[config.mk]
export PLATFORM = sky130hd
export DESIGN_NAME = hist_read_seq_flat
export DESIGN_NICKNAME = d
export VERILOG_FILES = /design/src/rtl/hist_read_seq_if.sv /design/src/rtl/hist_read_seq.sv /design/src/flat_wrapper.sv
export SDC_FILE = /design/constraint.sdc
export NUM_CORES = 1
export LEC_CHECK = 0
export ABC_CLOCK_PERIOD_IN_PS = 3910
export CAP_MARGIN = 20
export CORE_MARGIN = 3
export CORE_UTILIZATION = 41
export CTS_CLUSTER_DIAMETER = 120
export DETAILED_ROUTE_END_ITERATION = 7
export PLACE_DENSITY_LB_ADDON = 0.12
export SLEW_MARGIN = 25
export SYNTH_ARGS = -nofsm -noshare
export SYNTH_HDL_FRONTEND = slang
export SYNTH_SLANG_ARGS = --single-unit
[constraint.sdc]
create_clock -name clk -period 3.91 [get_ports clk]
set_input_delay 0.5865 -clock clk [delete_from_list [all_inputs] [get_ports clk]]
set_output_delay 0.5865 -clock clk [all_outputs]
set_load 0.01 [all_outputs]
[src/rtl/hist_read_seq_if.sv]
`default_nettype none
// +----------------------------------------------------------------------+
// | hist_read_seq_if : bank read port plus per-bin output stream          |
// | Rev 1.0                                                               |
// +----------------------------------------------------------------------+
interface hist_read_seq_if #(
    parameter int COUNT_WIDTH = 24
);
    logic [3:0]               rd_sel;
    logic [3:0]               rd_addr;
    logic [COUNT_WIDTH-1:0]   rd_data;
    logic                     bin_valid;
    logic                     bin_ready;
    logic [7:0]               bin_index;
    logic [COUNT_WIDTH-1:0]   bin_count;
    logic [COUNT_WIDTH+7:0]   bin_cum;
    logic                     bin_last;

    modport master (
        output rd_sel,
        output rd_addr,
        input  rd_data,
        output bin_valid,
        input  bin_ready,
        output bin_index,
        output bin_count,
        output bin_cum,
        output bin_last
    );

    modport slave (
        input  rd_sel,
        input  rd_addr,
        output rd_data,
        input  bin_valid,
        output bin_ready,
        input  bin_index,
        input  bin_count,
        input  bin_cum,
        input  bin_last
    );
endinterface
`default_nettype wire

[src/rtl/hist_read_seq.sv]
`default_nettype none
// +----------------------------------------------------------------------+
// | hist_read_seq : walks all 256 histogram bins, streams count + cum sum |
// | Rev 1.0                                                               |
// +----------------------------------------------------------------------+
module hist_read_seq #(
    parameter int COUNT_WIDTH = 24,
    parameter int RD_LAT      = 1
) (
    input  logic                   clk,
    input  logic                   rst,
    input  logic                   start,
    input  logic                   abort,
    input  logic                   hist_valid,
    hist_read_seq_if.master        bus,
    output logic                   busy,
    output logic                   done,
    output logic [COUNT_WIDTH+7:0] total_count
);

    localparam logic [1:0] c_LAT_LAST = 2'(RD_LAT);

    typedef enum logic [1:0] {
        IDLE  = 2'd0,
        FETCH = 2'd1,
        OUT   = 2'd2,
        FIN   = 2'd3
    } state_t;

    state_t                   r_state;
    state_t                   w_state_nxt;
    logic [7:0]               r_index;
    logic [1:0]               r_lat_cnt;
    logic [7:0]               r_bin_index;
    logic [COUNT_WIDTH-1:0]   r_bin_count;
    logic [COUNT_WIDTH+7:0]   r_cum;
    logic [COUNT_WIDTH+7:0]   r_total;

    logic                     w_start_ok;
    logic                     w_sample;
    logic                     w_advance;
    logic                     w_finish;

    always_ff @(posedge clk or posedge rst) begin
        if (rst) begin
            r_state <= IDLE;
        end else begin
            r_state <= w_state_nxt;
        end
    end

    // Abort outranks both start (in IDLE) and bin_ready (in OUT).
    always_comb begin
        w_state_nxt   = r_state;
        w_start_ok    = 1'b0;
        w_sample      = 1'b0;
        w_advance     = 1'b0;
        w_finish      = 1'b0;
        busy          = (r_state != IDLE);
        done          = (r_state == FIN);
        bus.bin_valid = (r_state == OUT);
        bus.bin_last  = (r_state == OUT) && (r_bin_index == 8'hFF);
        case (r_state)
            IDLE: begin
                if (start && hist_valid && !abort) begin
                    w_start_ok  = 1'b1;
                    w_state_nxt = FETCH;
                end
            end
            FETCH: begin
                if (abort) begin
                    w_state_nxt = IDLE;
                end else if (r_lat_cnt == c_LAT_LAST) begin
                    w_sample    = 1'b1;
                    w_state_nxt = OUT;
                end
            end
            OUT: begin
                if (abort) begin
                    w_state_nxt = IDLE;
                end else if (bus.bin_ready) begin
                    if (r_index == 8'hFF) begin
                        w_finish    = 1'b1;
                        w_state_nxt = FIN;
                    end else begin
                        w_advance   = 1'b1;
                        w_state_nxt = FETCH;
                    end
                end
            end
            FIN: begin
                w_state_nxt = IDLE;
            end
            default: begin
                w_state_nxt = IDLE;
            end
        endcase
    end

    always_ff @(posedge clk or posedge rst) begin
        if (rst) begin
            r_index     <= 8'd0;
            r_lat_cnt   <= 2'd0;
            r_bin_index <= 8'd0;
            r_bin_count <= '0;
            r_cum       <= '0;
            r_total     <= '0;
        end else begin
            if (w_start_ok) begin
                r_index <= 8'd0;
            end else if (w_advance) begin
                r_index <= r_index + 8'd1;
            end

            // Counts FETCH cycles so rd_data is taken only once it has settled.
            if (w_start_ok || w_advance) begin
                r_lat_cnt <= 2'd0;
            end else if ((r_state == FETCH) && !w_sample) begin
                r_lat_cnt <= r_lat_cnt + 2'd1;
            end

            if (w_start_ok) begin
                r_cum <= '0;
            end else if (w_sample) begin
                r_cum <= r_cum + {{8{1'b0}}, bus.rd_data};
            end

            if (w_sample) begin
                r_bin_count <= bus.rd_data;
                r_bin_index <= r_index;
            end

            if (w_finish) begin
                r_total <= r_cum;
            end
        end
    end

    assign bus.rd_sel    = r_index[7:4];
    assign bus.rd_addr   = r_index[3:0];
    assign bus.bin_index = r_bin_index;
    assign bus.bin_count = r_bin_count;
    assign bus.bin_cum   = r_cum;
    assign total_count   = r_total;

endmodule
`default_nettype wire

[src/flat_wrapper.sv]
// flat-port wrapper written by rule: the top's interface ports become plain ports
module hist_read_seq_flat 
#(
    parameter int COUNT_WIDTH = 24,
    parameter int RD_LAT      = 1
)
  (clk, rst, start, abort, hist_valid, busy, done, total_count, bus_rd_sel, bus_rd_addr, bus_rd_data, bus_bin_valid, bus_bin_ready, bus_bin_index, bus_bin_count, bus_bin_cum, bus_bin_last);
  hist_read_seq_if #(.COUNT_WIDTH(COUNT_WIDTH)) bus_i ();
  input  logic clk;
  input  logic rst;
  input  logic start;
  input  logic abort;
  input  logic hist_valid;
  output logic busy;
  output logic done;
  output logic [COUNT_WIDTH+7:0] total_count;
  output wire logic [$bits(bus_i.rd_sel)-1:0] bus_rd_sel;
  output wire logic [$bits(bus_i.rd_addr)-1:0] bus_rd_addr;
  input wire logic [$bits(bus_i.rd_data)-1:0] bus_rd_data;
  output wire logic [$bits(bus_i.bin_valid)-1:0] bus_bin_valid;
  input wire logic [$bits(bus_i.bin_ready)-1:0] bus_bin_ready;
  output wire logic [$bits(bus_i.bin_index)-1:0] bus_bin_index;
  output wire logic [$bits(bus_i.bin_count)-1:0] bus_bin_count;
  output wire logic [$bits(bus_i.bin_cum)-1:0] bus_bin_cum;
  output wire logic [$bits(bus_i.bin_last)-1:0] bus_bin_last;
  assign bus_rd_sel = bus_i.rd_sel;
  assign bus_rd_addr = bus_i.rd_addr;
  assign bus_i.rd_data = bus_rd_data;
  assign bus_bin_valid = bus_i.bin_valid;
  assign bus_i.bin_ready = bus_bin_ready;
  assign bus_bin_index = bus_i.bin_index;
  assign bus_bin_count = bus_i.bin_count;
  assign bus_bin_cum = bus_i.bin_cum;
  assign bus_bin_last = bus_i.bin_last;
  hist_read_seq #(.COUNT_WIDTH(COUNT_WIDTH), .RD_LAT(RD_LAT)) u_core (.clk(clk), .rst(rst), .start(start), .abort(abort), .hist_valid(hist_valid), .bus(bus_i), .busy(busy), .done(done), .total_count(total_count));
endmodule
==> results of run 1 <==
worst max-delay path, cell delays in order:
cell and delay [ps]:
clkdlybuf4s50_1 490, ha_1 170, inv_1 60, fa_1 410, nor2b_1 160, o2111ai_1 150, nand2_1 160, a221oi_2 130
o41ai_2 630, a21oi_1 150, a31o_2 230
sequential cells by signal, indices dropped and copies added, names as in the netlist:
| name | count |
|---|---|
| u_core.bus.bin_count | 24 |
| u_core.bus.bin_cum | 32 |
| u_core.bus.bin_index | 8 |
| u_core.r_index | 8 |
| u_core.r_lat_cnt | 2 |
| u_core.r_state | 2 |
| u_core.total_count | 32 |
cells in the mapped netlist (2+ instances only):
library cell | number | area share (%)
nand2_1 | 142 | 9.3
dfrtp_1 | 108 | 47
o21ai_0 | 43 | 3.8
nor2_1 | 33 | 2.2
mux2_2 | 32 | 6.3
a21oi_1 | 31 | 2.7
ha_1 | 26 | 5.7
clkbuf_1 | 22 | 1.4
nand3_1 | 20 | 1.7
xnor2_1 | 14 | 2.1
xor2_1 | 14 | 2.1
inv_1 | 12 | 0.79
nand4_1 | 11 | 1.2
nor3_1 | 11 | 0.96
nor2b_1 | 8 | 0.87
a21o_1 | 7 | 0.92
a211oi_1 | 5 | 0.65
a31oi_1 | 5 | 0.55
and3_1 | 5 | 0.55
buf_2 | 5 | 0.44
mux2i_1 | 5 | 0.87
and2_1 | 4 | 0.44
o21a_1 | 4 | 0.52
a31o_2 | 3 | 0.46
clkbuf_2 | 3 | 0.26
nor4_1 | 3 | 0.33
o31ai_1 | 3 | 0.39
a2111oi_0 | 2 | 0.31
a211o_1 | 2 | 0.31
and3_4 | 2 | 0.39
nand2b_1 | 2 | 0.22
o21bai_1 | 2 | 0.26
or2_2 | 2 | 0.22
cell families (layout without fill, tap and decap cells):
kind of cell    count (synthesis)  in the layout  share of synthesized area [%]
simple gates                  248            248                           19.2
compound gates                121            121                           13.1
flops                         108            108                           47.1
buf+inv                        43            168                           3.12
mux                            37             37                           7.16
xor+xnor                       28             28                           4.28
fa+ha+maj                      27             27                           6.02
how the worst max path moves through the flow:
stage                              start                 endpoint  slack (ps)  depth (start not counted)
after floorplan                      rst  u_core.bus.bin_count[0]         480                          1
after global placement    bus_rd_data[0]   u_core.bus.bin_cum[30]         550                         11
after detailed placement  bus_rd_data[0]   u_core.bus.bin_cum[26]         480                         11
after CTS                 bus_rd_data[0]   u_core.bus.bin_cum[26]         840                         11
after global routing      bus_rd_data[0]   u_core.bus.bin_cum[30]         600                         11
final                     bus_rd_data[0]   u_core.bus.bin_cum[30]         810                         11
area by class of cell:
cell class / instances / share of cell area (%)
multi-input cells: 461 / 37.8
inverters: 12 / 0.627
well taps: 176 / 2.90
clock inverters: 3 / 0.908
flip-flops and latches: 108 / 35.6
clock buffers: 13 / 3.43
repair buffers: 140 / 18.7
power by group:
| part | internal (mW) | switching [mW] | leakage, nW |
|---|---|---|---|
| sequential | 1.34 | 0.184 | 1.47 |
| clock | 0.599 | 0.405 | 0.160 |
| combinational | 0.793 | 0.833 | 1.86 |
routing by layer:
layer	wire (um)	GRT usage [%]	up-vias
met5	0	0	-
met4	98	5.67	0
met3	830	4.20	5
met2	7070	31.2	120
met1	6940	26.7	2420
li1	-	-	2360
==> impl_summary.md, run 1 <==
Outcome
The flow ran to the end, and the final reports show no timing, DRC or antenna violations.

Finish
The layout cell share with drive strength beyond 1 is around a tenth. The sequential cells in the finished layout cover a total of 0.00270 sq mm. After routing the design area is 0.00758 sq mm. After filler insertion, the fill cell instance count of the layout stands at around 1200. Compared with the post-synthesis result, the final layout area differs by 32.2%. The number of diodes is 0.

The finished layout holds 913 standard cells, fillers aside. The library cells used most frequently in the layout, excluding fill and tap cells, are nand2_1 (140), clkdlybuf4s50_1 (137), dfrtp_1 (108). The final net count is between 700 and 800. The final standard cell utilization of the core is 56.4%. Leaving out fill and tap cells, the most frequent cell in the layout is nand2_1.

The area occupied by multi-input gates is 0.00286 sq mm.

Timing
The final setup TNS is 0 ps. For the final database, setup skew stands at 6.96 ps. The routed design could run at a clock period as short as 3100 ps.

The final period utilization is 79.2%. The final hold violation count is 0. Across all setup checks in the final design, the least slack found is 813 ps. The worst hold slack across all endpoints is roughly 470 ps.

Setup repair after global routing left no endpoint under its margin. At the pin with the least slew margin, the transition time is slightly above 900 ps. Timing would allow up to roughly 320 MHz. The setup-violating endpoint count in the final report is 0. Measured against its own limit, the worst slew margin works out to around two fifths. The number of pins exceeding their max-slew limit in the final report is 0.

Power
The reported leakage power is 3.50 nW. The peak supply drop is 0.288 mV. The power per unit of standard cell area is 548 mW/mm^2. The total chip power is 4.15 mW.

Synthesis
The total of flip-flops plus latches after synthesis is 108. The number of flops mapped to enable cells by yosys is 0. The main flop type after synthesis is dfrtp_1.

The cell area after technology mapping is 0.00573 sq mm. The total nets after synthesis is 669. The Yosys warning count is 0. Counting flops with an async set or reset pin after synthesis yields a share of 100%. Synthesis handed over a netlist of 612 instances. Sequential cells were found to cover 47.1% of the synthesized design area. The number of different library cells used by synthesis comes to 54. A synthesized cell averages 9.37 sq um.

Run
The number of max-cap violations is 0.

Place
The placed instances occupy a cell area of 0.00725 sq mm. During placement, the flow inserted port buffers numbering 137. The detailed placer's ending HPWL is 10.8 mm. The worst slack at placement is 485 ps.

The count of placed standard cells including taps is 897. At the end of routability-driven placement, the weighted congestion stood at 0.863.

Routing
The routed layout has 4905 vias. The detail-routed net length per standard cell is 16.4 um. The number of DRC markers after the initial detailed-route iteration is 239.

After detailed routing, the number of vias per cell comes to 5.37. For this run, design rule violations remaining after detail routing come to 0. The final antenna-violating net count is 0.

The total routed wirelength is ~15 mm. The pre-antenna-repair detailed-routing pass consisted of 4 iterations.

Clock network
The number of buffers added for setup after CTS is 0. After clock tree synthesis, the flow added hold-fix buffers numbering 0. The clock reaches the later pin of the worst-skew pair after 350 ps. The maximum clock insertion buffer count is 2.

The tree built by TritonCTS fans out to approximately 110 sinks. The number of H-tree levels is 3. The root buffer cell is clkbuf_16. After clock tree synthesis, the clock-pin slew on the worst setup and hold paths is 70 ps. The TritonCTS clock tree is yes.

Buffers inserted during clock tree synthesis total 9. Once the clock tree was built, the resizer swapped 0 gates to a different size.

Min path
The class of the worst hold path is register to register. Counting instances, the worst hold path has a depth of 2. The hold path startpoint is u_core.bus.bin_count[8].

The path with the worst hold slack has its endpoint at u_core.bus.bin_count[8].

Floorplan
The die boundary width is 124 um. The number of placed I/O pins is 138. The die is 124 um tall.

The core outline area is ~0.013 sq mm. Once the floorplan was initialized, standard cells occupied 42.6% of the core. The die covers around 0.015 sq mm. After floorplanning, the core was divided into 42 placement rows.

Critical path
The worst setup path is captured at a register. The worst-case reg-to-reg path depth is 10. The setup path with the least slack is of type primary input to register. The worst register-to-register path begins at u_core.bus.bin_cum[0]. The worst register-to-register path ends at u_core.bus.bin_cum[30]. STA puts the critical path data arrival time at 3340 ps. The startpoint type of the worst setup path is a primary input.

The minimum setup slack among reg-to-reg paths is 1130 ps. Of all nets on the critical path, the largest fanout is 6. At the worst endpoint, the required time is 4150 ps.

Global routing
The total routing usage reported by global routing is 19.5%. The pin count of the biggest net entering global routing is 68. The number of global-route vias before repair is 4780. The first global-routing pass estimated between 20 and 25 mm of wire. The overall overflow remaining after global route is 0. The initial antenna violation count is 0.
No activity file was read; power rests on OpenSTA's default activity.
==> run 2, diff against run 1 <==
Settings changed: ABC_CLOCK_PERIOD_IN_PS 3910 to 2800.
Clock period 3.91 ns to 2.8 ns, I/O delays scaled along.
==> impl_summary.md, run 2 (same netlist as run 1, synthesis figures left out) <==
Outcome
The flow ran to the end, and the final reports show no timing, DRC or antenna violations.

Critical path
The cell family contributing the most delay on the critical path is compound AO/OA/AOI/OAI gates. The highest-delay cell along the critical path is clkdlybuf4s50_1. The launching instance or port of the critical path is bus_rd_data[0]. The required time at the worst-slack endpoint is 3040 ps (-1110 ps). The worst setup path is captured at a register.

Walking the worst path, the cells encountered are clkdlybuf4s50_1 > ha_1 > inv_1 > fa_2 > nor2b_2 > o2111ai_2 > nand2_1 > a221oi_2 > o41ai_2 > buf_4 > a21oi_1 > a31o_2. The data arrival at the endpoint of the critical path is 2840 ps (-500 ps). The worst path buffer plus inverter count came to 3 (+1). The top fanout value on the critical path came to 6 (unchanged). The highest cell delay on the worst timing path is 490 ps (-140 ps). The type of the worst setup path is primary input to register. The worst reg2reg path startpoint is u_core.bus.bin_cum[4].

The startpoint type of the worst setup path is a primary input.

Routing
The total routed wirelength is 16.0 mm (+6.8%). The count of unresolved DRC violations after routing is 0 (unchanged). The number of DRC markers after the initial detailed-route iteration is 236 (-1.3%). The detail-routed via count per cell is 5.31 (-1.1%). The routed metal-1 wire length came to 7.30 mm (+5.2%). The routed length on met3 is 906 um (+9.2%). The final antenna-violating net count is 0 (unchanged). Signal routing reaches up to met4. The number of iterations in the first detailed-routing pass is 5 (+1). The detail-routed net length per standard cell is 16.6 um (+1.7%). The wire length on met2 is 7.58 mm (+7.2%). The total number of vias is 5094 (+3.9%).

Finish
The top cell types in the final layout, fill and taps aside, are nand2_1 (140), clkdlybuf4s50_1 (137), dfrtp_1 (108). The post-route cell area is 0.00791 sq mm (+4.3%). The area occupied by multi-input gates came to 0.00288 sq mm (+0.61%).

The sequential standard cell area came to 0.00270 sq mm (unchanged). The library cell used most frequently in the layout, excluding fill and tap cells, is nand2_1. From synthesis to final layout, the design area changed by 37.9%. The number of diodes was 0 (unchanged). The total of fill cells in the finished design came to 1223 (-1.2%). The final standard cell count with taps included and fillers excluded is 959 (+5.0%). The layout cell share with drive strength beyond 1 is 15.2% (+5.8 points). The final net count is 836 (+6.0%).

Global routing
The number of global-route vias before repair is 4994 (+4.5%). The total routing usage reported by global routing is 20.8% (+1.3 points). The initial antenna violation count is 0 (unchanged). The overall overflow remaining after global route is 0 (unchanged).

The pin count of the biggest net entering global routing is 109 (+60%). The global-route wire length before repair is 26.6 mm (+6.4%).

Min path
The class of the worst hold path is register to register. In this run the most critical hold path is launched from u_core.bus.bin_count[12].

Clock network
The number of H-tree levels is 3 (unchanged). The later-pin clock latency in the skew report is 360 ps (about the same). The root buffer cell is clkbuf_16.

The number of buffers added for setup after CTS is 0 (unchanged). The clock edge transition at the registers on the reported setup and hold paths is 70 ps (about the same). The maximum clock insertion buffer count came to 2 (unchanged). The TritonCTS buffer count came to 9 (unchanged). TritonCTS built the clock tree. The clock net sink count is 108 (unchanged).

Floorplan
The number of placed I/O pins came to 138 (unchanged). The effective utilization at floorplan is 42.6% (unchanged). The area of the die was 0.0154 sq mm (unchanged).

The die boundary height came to 124 um (unchanged). The die boundary width is 124 um (unchanged). The core outline area was 0.0135 sq mm (unchanged). The floorplan row count is 42 (unchanged).

Run
The number of max-cap violations is 0 (unchanged).

Timing
The setup-violating endpoint count in the final report is 0 (unchanged). Setup repair after global routing left no endpoint under its margin. The number of pins exceeding their max-slew limit in the final report is 0 (unchanged).

The maximum clock skew at final layout is 8.39 ps (+1.43 ps). In the finished design, the share of the clock period the worst path needs comes to 92.8%. The routed design could run at a clock period as short as 2600 ps. The maximum clock frequency is roughly 380 MHz. The worst hold slack across all endpoints is 478 ps (+3.34 ps).

The worst-margin pin slew is 590 ps (-330 ps). The final hold violation count came to 0 (unchanged). The worst slew margin relative to its limit is 60.6% (+22 points).

Place
The final weighted congestion in routability-driven placement is 0.909 (+5.3%). The cell area after placement is 0.00761 sq mm (+4.9%). The count of placed standard cells including taps was 944 (+5.2%).

The count of input and output buffers was 137 (unchanged). The detailed placer's ending HPWL is 11.7 mm (+8.6%).

Power
The power per unit of standard cell area came to 753 mW/mm^2 (+38%). The peak supply drop was 0.469 mV (+63%). The total chip power was 5.96 mW (+43%).

The reported leakage power is 3.69 nW (+5.6%).
run 2: worst paths after layout:
check / to / cells past startpoint / slack, ps
max in group asynchronous: u_core.bus.bin_count[20] / 3 / 1760
setup reg to reg: u_core.bus.bin_cum[27] / 8 / 280
hold / removal: u_core.bus.bin_count[12] / 2 / 480
min in group asynchronous: u_core.total_count[6] / 3 / 610
hold reg to reg: u_core.bus.bin_count[12] / 2 / 480
setup / recovery: u_core.bus.bin_cum[26] / 12 / 200
run 2: routing by layer:
layer	up-vias	GRT usage, %
met2	160	33.4
met3	11	4.63
met5	-	0
li1	2456	-
met1	2467	28.8
met4	0	5.03
run 2: layout make-up:
cell class,instances,share of cell area [%]
clock buffer,11,2.94
multi-input combinational,461,36.4
tap,176,2.78
timing repair buffer,187,22.4
inverter,12,0.617
sequential,108,34.2
clock inverter,4,0.649
run 2: what timing repair did:
action	in CTS	in global routing
gates resized for setup	0	5
hold endpoints to repair	0	0
hold buffers	0	0
setup endpoints to repair	0	5
run 2: report_power, final:
group / leakage, nW / internal (mW) / switching, mW / total, mW
Combinational: 2.09 / 1.31 / 1.26 / 2.57
Sequential: 1.47 / 1.87 / 0.262 / 2.13
Clock: 0.136 / 0.690 / 0.568 / 1.26
Total: 3.69 / 3.87 / 2.09 / 5.96
run 2: worst register-to-register path, stage by stage, from the launching register on:
cell,delay [ps]
dfrtp_1,420
ha_1,330
a21o_1,170
a31o_2,230
o21ai_0,310
nand2_1,100
a21oi_1,240
mux2_2,370
nor4_1,260
run 2: through the flow:
step / worst slack [ps] / util (%) / TNS (ps)
floorplan: 321 / - / 0
global placement: -239 / 56.5 / -1720
detailed placement: -260 / 56.5 / -2100
CTS: 127 / 58.6 / 0
global route: 12.2 / 58.8 / 0
finish: 202 / 58.8 / 0
==> variant 1: new RTL, config.mk and constraints of run 1 <==
The 4 states of `state_t` get a one-hot encoding in 4 bits.
--- a/src/rtl/hist_read_seq.sv
+++ b/src/rtl/hist_read_seq.sv
@@ -20,11 +20,11 @@
 
     localparam logic [1:0] c_LAT_LAST = 2'(RD_LAT);
 
-    typedef enum logic [1:0] {
-        IDLE  = 2'd0,
-        FETCH = 2'd1,
-        OUT   = 2'd2,
-        FIN   = 2'd3
+    typedef enum logic [3:0] {
+        IDLE  = 4'b0001,
+        FETCH = 4'b0010,
+        OUT   = 4'b0100,
+        FIN   = 4'b1000
     } state_t;
 
     state_t                   r_state;
Check against the original RTL: no difference found for any inputs over 10 cycles, from zero or initial values and one cycle with rst high; not proved beyond that.
==> variant 1 against run 1 <==
- utilization grew 0.50 points
- sequential share of layout area rose by 0.22 points
- die area is 0.69% higher
- clock skew grew 1.6 ps
- critical path type unchanged
- wire length increased by 0.89%
- sequential cell count increased by 2
- non-clock buffer count rose by 4
- setup slack improved by 65 ps
- critical path depth did not move
- area after synthesis up 0.72%
- cell area up 1.3%
Power is not compared: it rests on default switching activity, and its combinational part moved more than twofold at a synthesized area within 25%.
==> variant 1: results (changes against run 1) <==
layout:
  fill_cells: 1169  # was 1238
placement:
  globalplace.congestion: 0.846  # was 0.863
  detailedPlacementHpwl_um: 11100  # was 10800 um
sta:
  finalClockSkew_ps: 8.54  # was 6.96 ps
  max-slew-margin-rel_pct: 56.7  # was 38.6%
grt:
  met1_usage_pct: 26.6  # was 26.7%
  grt_usage_pct: 19.8  # was 19.5%
  grt_start_max_net_pins: 60  # was 68
  grt_pass1_wl_um: 25200  # was 25000 um
  grtUsageMet3_pct: 3.86  # was 4.20%
  grt_use_met2_pct: 32.5  # was 31.2%
setup_path:
  critPathSlowestCell: "clkdlybuf4s50_1"  # was o41ai_2
  cpPeakStageDelay_ps: 480  # was 630 ps
  arrival_ps: 3270  # was 3340 ps
yosys:
  synth_fp_nets: 660  # was 669
  yosys-top-cells-area: "dfrtp_1, nand2_1, ha_1"  # was dfrtp_1, nand2_1, mux2_2
  synth.distinct_cells: 61  # was 54
  synth_common_cells: "nand2_1, dfrtp_1, a21oi_1"  # was nand2_1, dfrtp_1, o21ai_0
  ys_seq_area_share_pct: 47.7  # was 47.1%
detailed_routing:
  vias: 4911  # was 4905
  wl_met3_um: 889  # was 830 um
  wl_per_cell_um: 16.5  # was 16.4 um
  drtIter0Drc: 156  # was 239
  routed-wl-met2_um: 7180  # was 7070 um
cts:
  htree_levels: 3  # unchanged
  cts-buffers-inserted: 9  # unchanged
outcome:
  outcome: "finished, final reports clean"  # unchanged
==> variant 1: path summary, 6_finish.rpt <==
check / endpoint / slack (ps) / cells after the start / from
worst max-delay path: u_core.bus.bin_cum[22]$_DFFE_PP0P_ / 880 / 11 / bus_rd_data[0]
worst min-delay path: u_core.bus.bin_count[23]$_DFFE_PP0P_ / 480 / 2 / u_core.bus.bin_count[23]$_DFFE_PP0P_
worst max register to register: u_core.bus.bin_cum[22]$_DFFE_PP0P_ / 1170 / 10 / u_core.bus.bin_cum[0]$_DFFE_PP0P_
worst min register to register: u_core.bus.bin_count[23]$_DFFE_PP0P_ / 480 / 2 / u_core.bus.bin_count[23]$_DFFE_PP0P_
max in group asynchronous: u_core.r_state[0]$_DFFE_PP1P_ / 2450 / 3 / rst
min in group asynchronous: u_core.bus.bin_count[0]$_DFFE_PP0P_ / 680 / 2 / rst
==> variant 1: logic make-up (layout without fill, tap and decap cells) <==
family	Yosys count	after routing	synth area share (%)
buffers and inverters	37	171	2.58
and+or+nand+nor	245	245	19.4
AOI/OAI and AO/OA	125	125	14.0
muxes	35	35	6.76
adders and majority gates	27	27	5.98
xor gates and xnor gates	24	24	3.64
DFF	110	110	47.7
==> variant 1: layout make-up <==
type	count	area [um2]	share of cell area (%)
sequential	110	2750	35.9
multi-input combinational	456	2890	37.6
clock buffer	11	253	3.29
tap	176	220	2.87
clock inverter	5	81.3	1.06
inverter	11	43.8	0.570
timing repair buffer	144	1440	18.7
==> variant 1: through the flow <==
step           area (um2)  utilization (%)  cells  worst slack [ps]  total power (uW)
6_report             7680             56.9    913               878              2330
5_1_grt              7680             56.9    913               657              2420
3_5_place_dp         7340             54.4    897               544              1340
4_1_cts              7680             56.9    913               909              2360
3_3_place_gp         7340             54.4    897               603              1340
2_1_floorplan        5780                -    603               423              1260
==> variant 2: new RTL, config.mk and constraints of run 1 <==
Without the edit above. `COUNT_WIDTH` is set to 24 in 3 places; all go to 20.
--- a/src/rtl/hist_read_seq_if.sv
+++ b/src/rtl/hist_read_seq_if.sv
@@ -4,7 +4,7 @@
 // | Rev 1.0                                                               |
 // +----------------------------------------------------------------------+
 interface hist_read_seq_if #(
-    parameter int COUNT_WIDTH = 24
+    parameter int COUNT_WIDTH = 20
 );
     logic [3:0]               rd_sel;
     logic [3:0]               rd_addr;
--- a/src/rtl/hist_read_seq.sv
+++ b/src/rtl/hist_read_seq.sv
@@ -4,7 +4,7 @@
 // | Rev 1.0                                                               |
 // +----------------------------------------------------------------------+
 module hist_read_seq #(
-    parameter int COUNT_WIDTH = 24,
+    parameter int COUNT_WIDTH = 20,
     parameter int RD_LAT      = 1
 ) (
     input  logic                   clk,
--- a/src/flat_wrapper.sv
+++ b/src/flat_wrapper.sv
@@ -1,7 +1,7 @@
 // flat-port wrapper written by rule: the top's interface ports become plain ports
 module hist_read_seq_flat 
 #(
-    parameter int COUNT_WIDTH = 24,
+    parameter int COUNT_WIDTH = 20,
     parameter int RD_LAT      = 1
 )
   (clk, rst, start, abort, hist_valid, busy, done, total_count, bus_rd_sel, bus_rd_addr, bus_rd_data, bus_bin_valid, bus_bin_ready, bus_bin_index, bus_bin_count, bus_bin_cum, bus_bin_last);
Interface: changed (resized bus_bin_count, bus_bin_cum, bus_rd_data and total_count); port bits go from 138 to 122. The function was not compared with the original's and may differ.
==> variant 2 against run 1 <==
- combinational power fell by 19%
- wire length shrank 14%
- sequential cell count down 12
- critical path depth down 6
- fmax rose by 10%
- die area shrank 13%
- sequential power shrank 12%
- setup slack better by 290 ps
- power decreased by 14%
- area after synthesis shrank 13%
- worst hold slack lost 0.52 ps
- clock skew rose by 0.90 ps
- cell area is 12% lower
- non-clock buffer count fell by 13
==> variant 2: results (changes against run 1) <==
detailed_routing:
  vias: 4187  # was 4905
  drtIter0Drc: 171  # was 239
  routed_via_density: 5.37  # about the same
power_and_ir_drop:
  p_int_uw: 2400  # was 2730 uW
  ir_worst_vdd_mv: 0.397  # was 0.288 mV
sta:
  hold-worst-slack_ps: 474  # was 475 ps
  finalClockSkew_ps: 7.86  # was 6.96 ps
  worst_pin_slew_ps: 934  # was 921 ps
placement:
  io_buffers: 121  # was 137
  detailedPlacementHpwl_um: 9260  # was 10800 um
  dp_cells: 765  # was 897
  globalplace.congestion: 0.817  # was 0.863
setup_path:
  critPathSlowestCell: "nand4b_1"  # was o41ai_2
  crit_fanout: 16  # was 6
  timing.rr.start: "u_core.r_index[2]$_DFFE_PP0P_"  # was u_core.bus.bin_cum[0]$_DFFE_PP0P_
  regToRegSetupSlack_ps: 1110  # was 1130 ps
  arrival_ps: 3020  # was 3340 ps
yosys:
  synth_fp_nets: 561  # was 669
  ys_seq_area_share_pct: 48.2  # was 47.1%
  synth_common_cells: "nand2_1, dfrtp_1, a21oi_1"  # was nand2_1, dfrtp_1, o21ai_0
  yosys-top-cells-area: "dfrtp_1, nand2_1, ha_1"  # was dfrtp_1, nand2_1, mux2_2
  synth.distinct_cells: 53  # was 54
grt:
  grt_start_max_net_pins: 42  # was 68
  grt_usage_pct: 19.8  # was 19.5%
hold_path:
  min_to: "u_core.bus.bin_count[10]$_DFFE_PP0P_"  # was u_core.bus.bin_count[8]$_DFFE_PP0P_
  holdCritStartpoint: "u_core.bus.bin_count[10]$_DFFE_PP0P_"  # was u_core.bus.bin_count[8]$_DFFE_PP0P_
layout:
  drive_above_1_share_pct: 6.45  # was 9.36%
  fin_nets: 682  # was 789
outcome:
  outcome: "finished, final reports clean"  # unchanged
floorplanning:
  rows: 39  # was 42
## variant 2: cell types whose count changed after synthesis, moves of 7 or more
| cell | before | now |
|---|---|---|
| o21ai_1 | 1 | 18 |
| mux2_2 | 32 | 9 |
| nor2_1 | 33 | 20 |
| a21oi_1 | 31 | 24 |
| o21ai_0 | 43 | 15 |
| mux2_1 | 0 | 20 |
| dfrtp_1 | 108 | 96 |
| clkbuf_1 | 22 | 10 |
| nand2_1 | 142 | 122 |
## variant 2: how the worst max path moves through the flow
stage	startpoint	endpoint
after floorplan	rst	u_core.bus.bin_count[0]$_DFFE_PP0P_
after global placement	bus_rd_data[0]	u_core.bus.bin_cum[18]$_DFFE_PP0P_
after detailed placement	abort	u_core.total_count[13]$_DFFE_PP0P_
after CTS	u_core.r_index[2]$_DFFE_PP0P_	u_core.total_count[13]$_DFFE_PP0P_
after global routing	u_core.r_index[2]$_DFFE_PP0P_	u_core.total_count[17]$_DFFE_PP0P_
final	u_core.r_index[2]$_DFFE_PP0P_	u_core.total_count[13]$_DFFE_PP0P_
## variant 2: cell families after synthesis
group | synth area share, %
AOI/OAI and AO/OA | 11.4
xor gates and xnor gates | 3.87
adders and majority gates | 5.93
buffers and inverters | 1.96
DFF | 48.2
muxes | 8.17
and+or+nand+nor | 20.4
## variant 2: final cells by class
class,instances,area (um2)
clock inverters,3,67.6
fillers,1080,5000
multi-input cells,391,2480
repair buffers,127,1260
clock buffers,11,243
inverters,8,32.5
well taps,143,179
flip-flops and latches,96,2400
## variant 2: metal layers
metal  track usage [%]  share of wire (%)
met5                 0                  0
met4              5.80                1.1
met3              4.77                4.9
met2              32.1                 48
met1              26.5                 46
## variant 2: power groups by stage
stage                     Clock (uW)  Combinational [uW]  Sequential (uW)
after floorplan                    0                 699             1400
after global placement             0                1310             1340
after detailed placement           0                1330             1350
after CTS                        957                1330             1340
after global routing            1000                1470             1360
final                            933                1320             1340
## variant 2: worst register-to-register path, delay by kind of cell (launching register included)
family | cells | cell delay, ps
and+or+nand+nor | 3 | 1340
buffers and inverters | 1 | 520
DFF | 1 | 480
muxes | 1 | 350
## variant 2: metrics by stage
stage / instance area (um2) / setup slack, ps / utilization, % / power, uW
floorplan: 4980 / 818 / - / 2100
global placement: 6350 / 864 / 54.5 / 2650
detailed placement: 6350 / 849 / 54.5 / 2680
CTS: 6660 / 1040 / 57.1 / 3630
global route: 6660 / 878 / 57.1 / 3840
finish: 6660 / 1110 / 57.1 / 3590
